## src/rtl/mem_stage_sb.sv

```systemverilog
// MEM stage between EX and WB: aligned loads through a small request FSM, stores posted
// into a store buffer that drains independently of the WB handshake.
module mem_stage_sb #(
   parameter int XLEN     = 32,
   parameter int SB_DEPTH = 4
) (
   input  logic              clk,
   input  logic              rstn_i,
   input  logic              halt_i,
   input  logic              valid_i,
   output logic              ack_o,
   input  logic [31:0]       instr_i,
   input  logic [XLEN-1:0]   result_i,
   input  logic [XLEN-1:0]   rs2_i,
   input  logic [XLEN-1:0]   pc_i,
   output logic              req_o,
   output logic              we_o,
   output logic [XLEN/8-1:0] be_o,
   output logic [XLEN-1:0]   addr_o,
   output logic [XLEN-1:0]   wdata_o,
   input  logic              gnt_i,
   input  logic              rvalid_i,
   input  logic [XLEN-1:0]   rdata_i,
   output logic              valid_o,
   input  logic              ack_i,
   output logic [31:0]       instr_o,
   output logic [XLEN-1:0]   data_o,
   output logic              misalign_o,
   output logic              sb_empty_o,
   output logic [1:0]        ld_state
);
   localparam int NB = XLEN / 8;
   localparam int LN = $clog2(NB);
   localparam int PW = $clog2(SB_DEPTH);
   localparam int CW = PW + 1;

   typedef enum logic [1:0] {IDLE = 2'd0, LD_REQ = 2'd1, LD_WAIT = 2'd2, LD_DONE = 2'd3} ld_state_t;
   ld_state_t state_q;

   // Handshakes: a transfer happens on a clock edge where valid and its ack/gnt are both
   // high; the producer holds its payload stable until that edge.
   logic [6:0]    opcode;
   logic [2:0]    funct3;
   logic [LN-1:0] lane;
   logic          is_load, is_store, is_link, is_nop, misalign;
   logic          slot_free, sb_full, sb_push, sb_pop;
   logic [NB-1:0] st_be;
   logic [XLEN-1:0] st_wdata, ld_data, ld_shift, ld_ext, out_data;

   logic [XLEN-1:0] sb_addr  [SB_DEPTH];
   logic [NB-1:0]   sb_be    [SB_DEPTH];
   logic [XLEN-1:0] sb_wdata [SB_DEPTH];
   logic [PW-1:0]   sb_wptr, sb_rptr;
   logic [CW-1:0]   sb_count;

   assign opcode   = instr_i[6:0];
   assign funct3   = instr_i[14:12];
   assign lane     = result_i[LN-1:0];
   assign is_load  = (opcode == 7'b0000011) && (funct3 inside {3'b000, 3'b001, 3'b010, 3'b100, 3'b101});
   assign is_store = (opcode == 7'b0100011) && (funct3 inside {3'b000, 3'b001, 3'b010});
   assign is_link  = opcode inside {7'b0010111, 7'b1101111, 7'b1100111};
   assign is_nop   = (opcode == 7'b0000011 || opcode == 7'b0100011) && !is_load && !is_store;
   assign misalign = (is_load || is_store) &&
                     ((funct3[1:0] == 2'b01 && result_i[0]) || (funct3[1:0] == 2'b10 && result_i[1:0] != 2'b00));

   assign slot_free  = !valid_o || ack_i;
   assign sb_full    = (sb_count == CW'(SB_DEPTH));
   assign sb_empty_o = (sb_count == '0);
   assign sb_push    = ack_o && is_store && !misalign;
   assign sb_pop     = !sb_empty_o && gnt_i;
   assign ld_state   = state_q;

   always_comb begin
      ack_o = 1'b0;
      if (valid_i && slot_free && !halt_i) begin
         if (misalign)      ack_o = 1'b1;
         else if (is_store) ack_o = !sb_full;
         else if (is_load)  ack_o = (state_q == LD_DONE);
         else               ack_o = 1'b1;
      end
   end

   always_comb begin
      st_be    = '1;
      st_wdata = rs2_i;
      case (funct3[1:0])
         2'b00: begin st_be = NB'(1) << lane; st_wdata = {NB{rs2_i[7:0]}}; end
         2'b01: begin st_be = NB'(3) << lane; st_wdata = {(NB/2){rs2_i[15:0]}}; end
         default: ;
      endcase
   end

   assign ld_shift = ld_data >> {lane, 3'b000};
   always_comb begin
      case (funct3)
         3'b000:  ld_ext = {{(XLEN-8){ld_shift[7]}}, ld_shift[7:0]};
         3'b001:  ld_ext = {{(XLEN-16){ld_shift[15]}}, ld_shift[15:0]};
         3'b100:  ld_ext = {{(XLEN-8){1'b0}}, ld_shift[7:0]};
         3'b101:  ld_ext = {{(XLEN-16){1'b0}}, ld_shift[15:0]};
         default: ld_ext = ld_shift;
      endcase
   end

   always_comb begin
      out_data = result_i;
      if (misalign)                out_data = result_i;
      else if (is_load)            out_data = ld_ext;
      else if (is_store || is_nop) out_data = '0;
      else if (is_link)            out_data = pc_i + XLEN'(4);
   end

   // Store drain owns the port whenever the buffer holds anything; loads only start once it is empty.
   always_comb begin
      req_o   = 1'b0;
      we_o    = 1'b0;
      be_o    = '0;
      addr_o  = '0;
      wdata_o = '0;
      if (!sb_empty_o) begin
         req_o   = 1'b1;
         we_o    = 1'b1;
         be_o    = sb_be[sb_rptr];
         addr_o  = sb_addr[sb_rptr];
         wdata_o = sb_wdata[sb_rptr];
      end else if (state_q == LD_REQ) begin
         req_o  = 1'b1;
         be_o   = '1;
         addr_o = {result_i[XLEN-1:2], 2'b00};
      end
   end

   always_ff @(posedge clk) begin
      if (!rstn_i) begin
         sb_wptr  <= '0;
         sb_rptr  <= '0;
         sb_count <= '0;
         for (int i = 0; i < SB_DEPTH; i++) begin
            sb_addr[i]  <= '0;
            sb_be[i]    <= '0;
            sb_wdata[i] <= '0;
         end
      end else begin
         if (sb_push) begin
            sb_addr[sb_wptr]  <= {result_i[XLEN-1:2], 2'b00};
            sb_be[sb_wptr]    <= st_be;
            sb_wdata[sb_wptr] <= st_wdata;
            sb_wptr           <= sb_wptr + PW'(1);
         end
         if (sb_pop) sb_rptr <= sb_rptr + PW'(1);
         case ({sb_push, sb_pop})
            2'b10:   sb_count <= sb_count + CW'(1);
            2'b01:   sb_count <= sb_count - CW'(1);
            default: ;
         endcase
      end
   end

   always_ff @(posedge clk) begin
      if (!rstn_i) begin
         state_q    <= IDLE;
         ld_data    <= '0;
         valid_o    <= 1'b0;
         instr_o    <= '0;
         data_o     <= '0;
         misalign_o <= 1'b0;
      end else begin
         case (state_q)
            IDLE:    if (valid_i && is_load && !misalign && sb_empty_o) state_q <= LD_REQ;
            LD_REQ:  if (gnt_i && sb_empty_o) state_q <= LD_WAIT;
            LD_WAIT: if (rvalid_i) begin
                        ld_data <= rdata_i;
                        state_q <= LD_DONE;
                     end
            LD_DONE: if (ack_o) state_q <= IDLE;
            default: state_q <= IDLE;
         endcase
         if (ack_o) begin
            valid_o    <= 1'b1;
            instr_o    <= instr_i;
            data_o     <= out_data;
            misalign_o <= misalign;
         end else if (ack_i) begin
            valid_o <= 1'b0;
         end
      end
   end
endmodule

```

## config.mk

```make
export PLATFORM = sky130hd
export DESIGN_NAME = mem_stage_sb
export DESIGN_NICKNAME = d
export VERILOG_FILES = /design/src/rtl/mem_stage_sb.sv
export SDC_FILE = /design/constraint.sdc
export NUM_CORES = 1
export LEC_CHECK = 0
export ABC_AREA = 1
export BUFFER_PORTS_ARGS = -buffer_cell sky130_fd_sc_hd__buf_2
export CAP_MARGIN = 20
export CORE_MARGIN = 5
export CORE_UTILIZATION = 55
export DETAILED_ROUTE_END_ITERATION = 8
export PLACE_DENSITY = 0.87
export SLEW_MARGIN = 20
export SYNTH_ARGS = -nofsm -noshare
export SYNTH_HDL_FRONTEND = slang
export SYNTH_SLANG_ARGS = --single-unit
```

## constraint.sdc

```tcl
create_clock -name clk -period 18.66 [get_ports clk]
set_input_delay 0.933 -clock clk [delete_from_list [all_inputs] [get_ports clk]]
set_output_delay 0.933 -clock clk [all_outputs]
set_load 0.02 [all_outputs]
```

# == Word-level counts from Yosys, hierarchy flattened ==
# Memories as Yosys holds them, arrays and structs flattened. A register that Yosys moved wholly into a read port is not among the register bits.
# Index checks and enable logic that the tools add are counted.
# op_classes
add_sub_neg,5
n_eq_ne,21
shifts,3
n_mux,46
n_reduce_logical,43
# op_table
operator,count
$mux 32,8
$pmux 32 s4,1
$pmux 32 s2,1
$add 32x3->32 const B,1
$reduce_or 32->1,1
$shr 32x5->32,1
$mux 30,1
$reduce_or 30->1,1
$mux 2,13
$logic_and 1x1->1,16
$mux 1,16
$eq 7x7->1 const B,2
$mux 4,3
$eq 3x3->1 const B,3
$eq 2x2->1 const B,4
$pmux 2 s4,1
$pmux 4 s2,1
$eq 7x2->1 const B,1
$eq 7x5->1 const B,1
$eq 7x6->1 const B,1
$logic_not 1->1,7
$eq 2x1->1 const B,3
$logic_not 3->1,2
$ne 2x2->1 const B,3
17 further kinds,26
# totals
reg_bits,107
mem_bits_rw,264
inputBits,167
out_inout_bits,140
wordCells,130
n_memories,3
# memory_table
memory,depth,word_bits,read_ports,rd_ports_with_merged_regs,wr,line_no,text
sb_wdata,4,32,1,1,4,52,logic [XLEN-1:0] sb_wdata [SB_DEPTH];
sb_addr,4,30,1,1,4,50,logic [XLEN-1:0] sb_addr [SB_DEPTH];
sb_be,4,4,1,1,4,51,logic [NB-1:0] sb_be [SB_DEPTH];

# == Longest topological paths before layout ==
# logic_depth
ltp_word,14
mapped_depth,19
depth_no_buf,17

# == Worst setup path after synthesis ==
# OpenSTA, ideal clock, no wires.
# synth_timing
kind,in2reg
start,in instr_i[6]
end,mem sb_addr[3][0] (netlist bit) (enable)
setup_time_ns,0.588
arrival_time_ns,6.946
required_time_ns,18.072
slack_ns,11.126
path_stages,11
path_buffers,2
cell_sequence,inv_1 -> nand3_1 -> nor2_1 -> nand2_1 -> nand2_1 -> nand3_2 -> nand2_1 -> buf_4 -> buf_2 -> nand2_1 -> o31ai_1
# synth_lines
element,line_no,text
from (decl),12,"input logic [31:0] instr_i,"
to (decl),50,

==> impl_metrics.ini <==
[status]
outcome = finished, final reports clean

[floorplanning]
die_h_um = 193.6
die_area_um2 = 37460
io_pins = 307
core_um2 = 33360
die_w_um = 193.6
num_rows = 67
initial_utilization_pct = 55.54

[placement]
place_congestion = 0.9991
post-dp-hpwl_mm = 40.30
placed_cells = 2879
numPortBuffers = 304

[hold_path]
hold_path_depth = 2
min_path_type = reg -> reg

[layout]
n_antenna_cell = 0
final_common_cell = nor2_1
layout-drive-gt1-share_pct = 17.64
nNetsFinal = 2646
layout_common_cells = nor2_1, nand2_1, buf_2, edfxtp_1, a21oi_1
syn_to_final_growth_pct = 15.91
stdcell_count = 2948

[grt]
grt_overflow = 0
grt.total_usage_pct = 30.37
grt_pass1_wl_mm = 92.49
grt_pass1_vias = 16864
gr-usage-met2_pct = 48.40
grt_util_met3_pct = 6.871
grt_max_degree = 116
grtUsageMet1_pct = 40.08
grt_antenna_before_repair = 1
grt_busiest_layer = met2

[synth]
syn_inst = 2254
synth_top_family_by_area = simple AND/OR/NAND/NOR gates
synth-adder-area-share_pct = 0.5807
synth_xor_area_share_pct = 0.3309
synth-compound-area-share_pct = 14.77
postSynth.asyncResetShare_pct = 0
syn_area_um2 = 18530
ys_types = 40
ys.flop_type = edfxtp_1
yosys.area_share.simple_pct = 23.19
yosys_warnings = 0
ys_seq_area_share_pct = 54.56
avgSynthCellArea_um2 = 8.221
synth_edf_count = 264
synthMuxAreaShare_pct = 0
ys_seq_elements = 373

[sta]
finalHoldViolations = 0
setup_viol = 0
worstMarginPinSlew_ns = 1.117
fin_skew_ns = 0.02166
fin_setup_tns_ns = 0
period_minus_slack_ns = 4.384
grt_setup_unrepaired = no
finalCritPeriodShare_pct = 23.49
max_slew_margin_pct = 25.50
max_freq_mhz = 228.1
drv_slew = 0

[clock_tree]
cts_inserted_buffers = 38
post_cts_resized = 0
cts_post_setup_buffers_inserted = 0
cts_tree = built
clkLatencyLatePin_ns = 0.54
cts.clk_slew.worst_paths_ns = 0.06
htree_levels = 2
cts_hold_buf = 0
cts-root-buf = clkbuf_16
cts_max_path_buffers = 3
cts.sinks = 373

[critical_path]
cp_cell_sequence = buf_2, inv_2, nand2_2, inv_2, nand2_2, o31ai_4, nand3_2, nand2_2, nand3_4, inv_2, nand2_1, o21ai_4, buf_4
crit_path_max_fanout = 39
worst-path-buf-inv = 5
crit_path_start_kind = primary input
cp-startpoint = instr_i[13]
crit_required_ns = 18.83
path_class = in -> reg
r2r_start = valid_o
arrival_ns = 4.56
crit_family = buffers and inverters
cp-endpoint = sb_wdata[2][20]
path_depth = 13
timing.rr.end = sb_wdata[2][20]
rr_worst_depth = 12
ff2ff_setup_slack_ns = 14.74
critPathSlowestCell = o21ai_4
critical_path.max_stage_delay_ns = 0.84
crit_path_end_kind = register

[routing]
drc = 0
drtIter0Drc = 2553
wl_per_cell_um = 20.20
drt_pass1_iterations = 8
dr_total_vias = 17551
vias_per_cell = 5.954
ant_nets = 0
wl_mm = 59.55

[pwr]
vdd_ir_drop_max_v = 0.00006843
p_leak_nw = 9.061
fin_total_pwr_mw = 2.080
p_per_area_nw_per_um2 = 96.86

[run]
drv_cap = 0
==> flip-flops by register name, indices dropped and copies added (netlist names), named ones only <==
register,count
sb_wdata,128
sb_addr,120
data_o,32
instr_o,32
ld_data,32
sb_be,16
sb_count,3
ld_state,2
sb_rptr,2
sb_wptr,2
misalign_o,1
valid_o,1
==> metrics by stage <==
| stage | utilization, % | area, µm² | hold WS, ns | worst slack (ns) |
|---|---|---|---|---|
| after floorplan | - | 18530 | 0.4292 | 11.13 |
| after global placement | 60.55 | 20200 | 0.4427 | 14.00 |
| after detailed placement | 60.56 | 20210 | 0.4510 | 13.85 |
| after CTS | 64.36 | 21470 | 0.4610 | 14.40 |
| after global routing | 64.37 | 21480 | 0.4816 | 14.06 |
| final | 64.37 | 21480 | 0.4606 | 14.28 |
==> cells in the mapped netlist, types with 2 or more instances <==
cell | instances | area share (%)
buf_4 | 4 | 0.16
nand3b_1 | 2 | 0.081
nor3b_1 | 3 | 0.12
buf_1 | 17 | 0.34
nor3_1 | 82 | 2.2
o211ai_1 | 3 | 0.12
dfxtp_1 | 109 | 12
nor2_1 | 432 | 8.8
edfxtp_1 | 264 | 43
nor2_2 | 30 | 1.0
inv_2 | 6 | 0.12
xnor2_1 | 2 | 0.095
inv_1 | 151 | 3.1
or2_2 | 4 | 0.14
nand3_1 | 58 | 1.6
nand3_2 | 3 | 0.16
o22ai_1 | 9 | 0.30
xor2_1 | 5 | 0.24
ha_1 | 7 | 0.47
clkbuf_1 | 100 | 2.0
nand2_2 | 2 | 0.068
o21ai_0 | 216 | 5.8
nand4_1 | 6 | 0.20
a221o_1 | 30 | 1.6
a21oi_1 | 223 | 6.0
o31ai_1 | 7 | 0.28
a211oi_1 | 6 | 0.24
nand2_1 | 435 | 8.8
a21o_1 | 2 | 0.081
clkinv_1 | 3 | 0.061
buf_6 | 3 | 0.18
buf_2 | 22 | 0.59
==> area by class of cell <==
type                    count  area [µm²]
clock buffers              49        1064
clock inverters            20       205.2
fillers                  2730       11890
inverters                 160       601.8
multi-input cells        1576        7272
flip-flops and latches    373       10110
well taps                 448       560.5
repair buffers            322        1660
==> worst min path at each step <==
stage | slack (ns) | endpoint | from
2_1_floorplan | 0.43 | ld_data[1] | ld_data[1]
3_3_place_gp | 0.44 | register | sb_rptr[1]
3_5_place_dp | 0.45 | instr_o[24] | instr_o[24]
4_1_cts | 0.46 | instr_o[23] | instr_o[23]
5_1_grt | 0.48 | instr_o[27] | instr_o[27]
6_report | 0.46 | instr_o[24] | instr_o[24]
==> worst register-to-register path, stage by stage, from the launching register on <==
cell	delay, ns
dfxtp_1	0.31
inv_1	0.05
nor2_1	0.04
nor3b_1	0.57
nand2_1	0.11
inv_1	0.07
nand2_1	0.10
nand2_2	0.21
nand3_4	0.12
inv_2	0.29
nand2_1	0.21
o21ai_4	0.84
buf_4	0.64
==> metal layers <==
metal,wire [µm],vias to the layer above
met3,6899,224
met5,13,-
met2,27460,1210
met4,3064,2
met1,22120,8126
li1,-,7989
==> power breakdown <==
group / total, mW / switching, mW / internal (mW) / leakage [nW]
clock network: 0.772 / 0.324 / 0.448 / 0.624
logic: 0.373 / 0.271 / 0.101 / 4.85
registers: 0.936 / 0.0191 / 0.917 / 3.59
total: 2.08 / 0.614 / 1.47 / 9.06
==> cell families after synthesis <==
| logic type | after synthesis |
|---|---|
| DFF | 373 |
| adders and majority gates | 8 |
| AOI/OAI and AO/OA | 501 |
| other | 1 |
| xor gates and xnor gates | 7 |
| and+or+nand+nor | 1058 |
| buffers and inverters | 306 |
(Power assumes the default switching activity.)
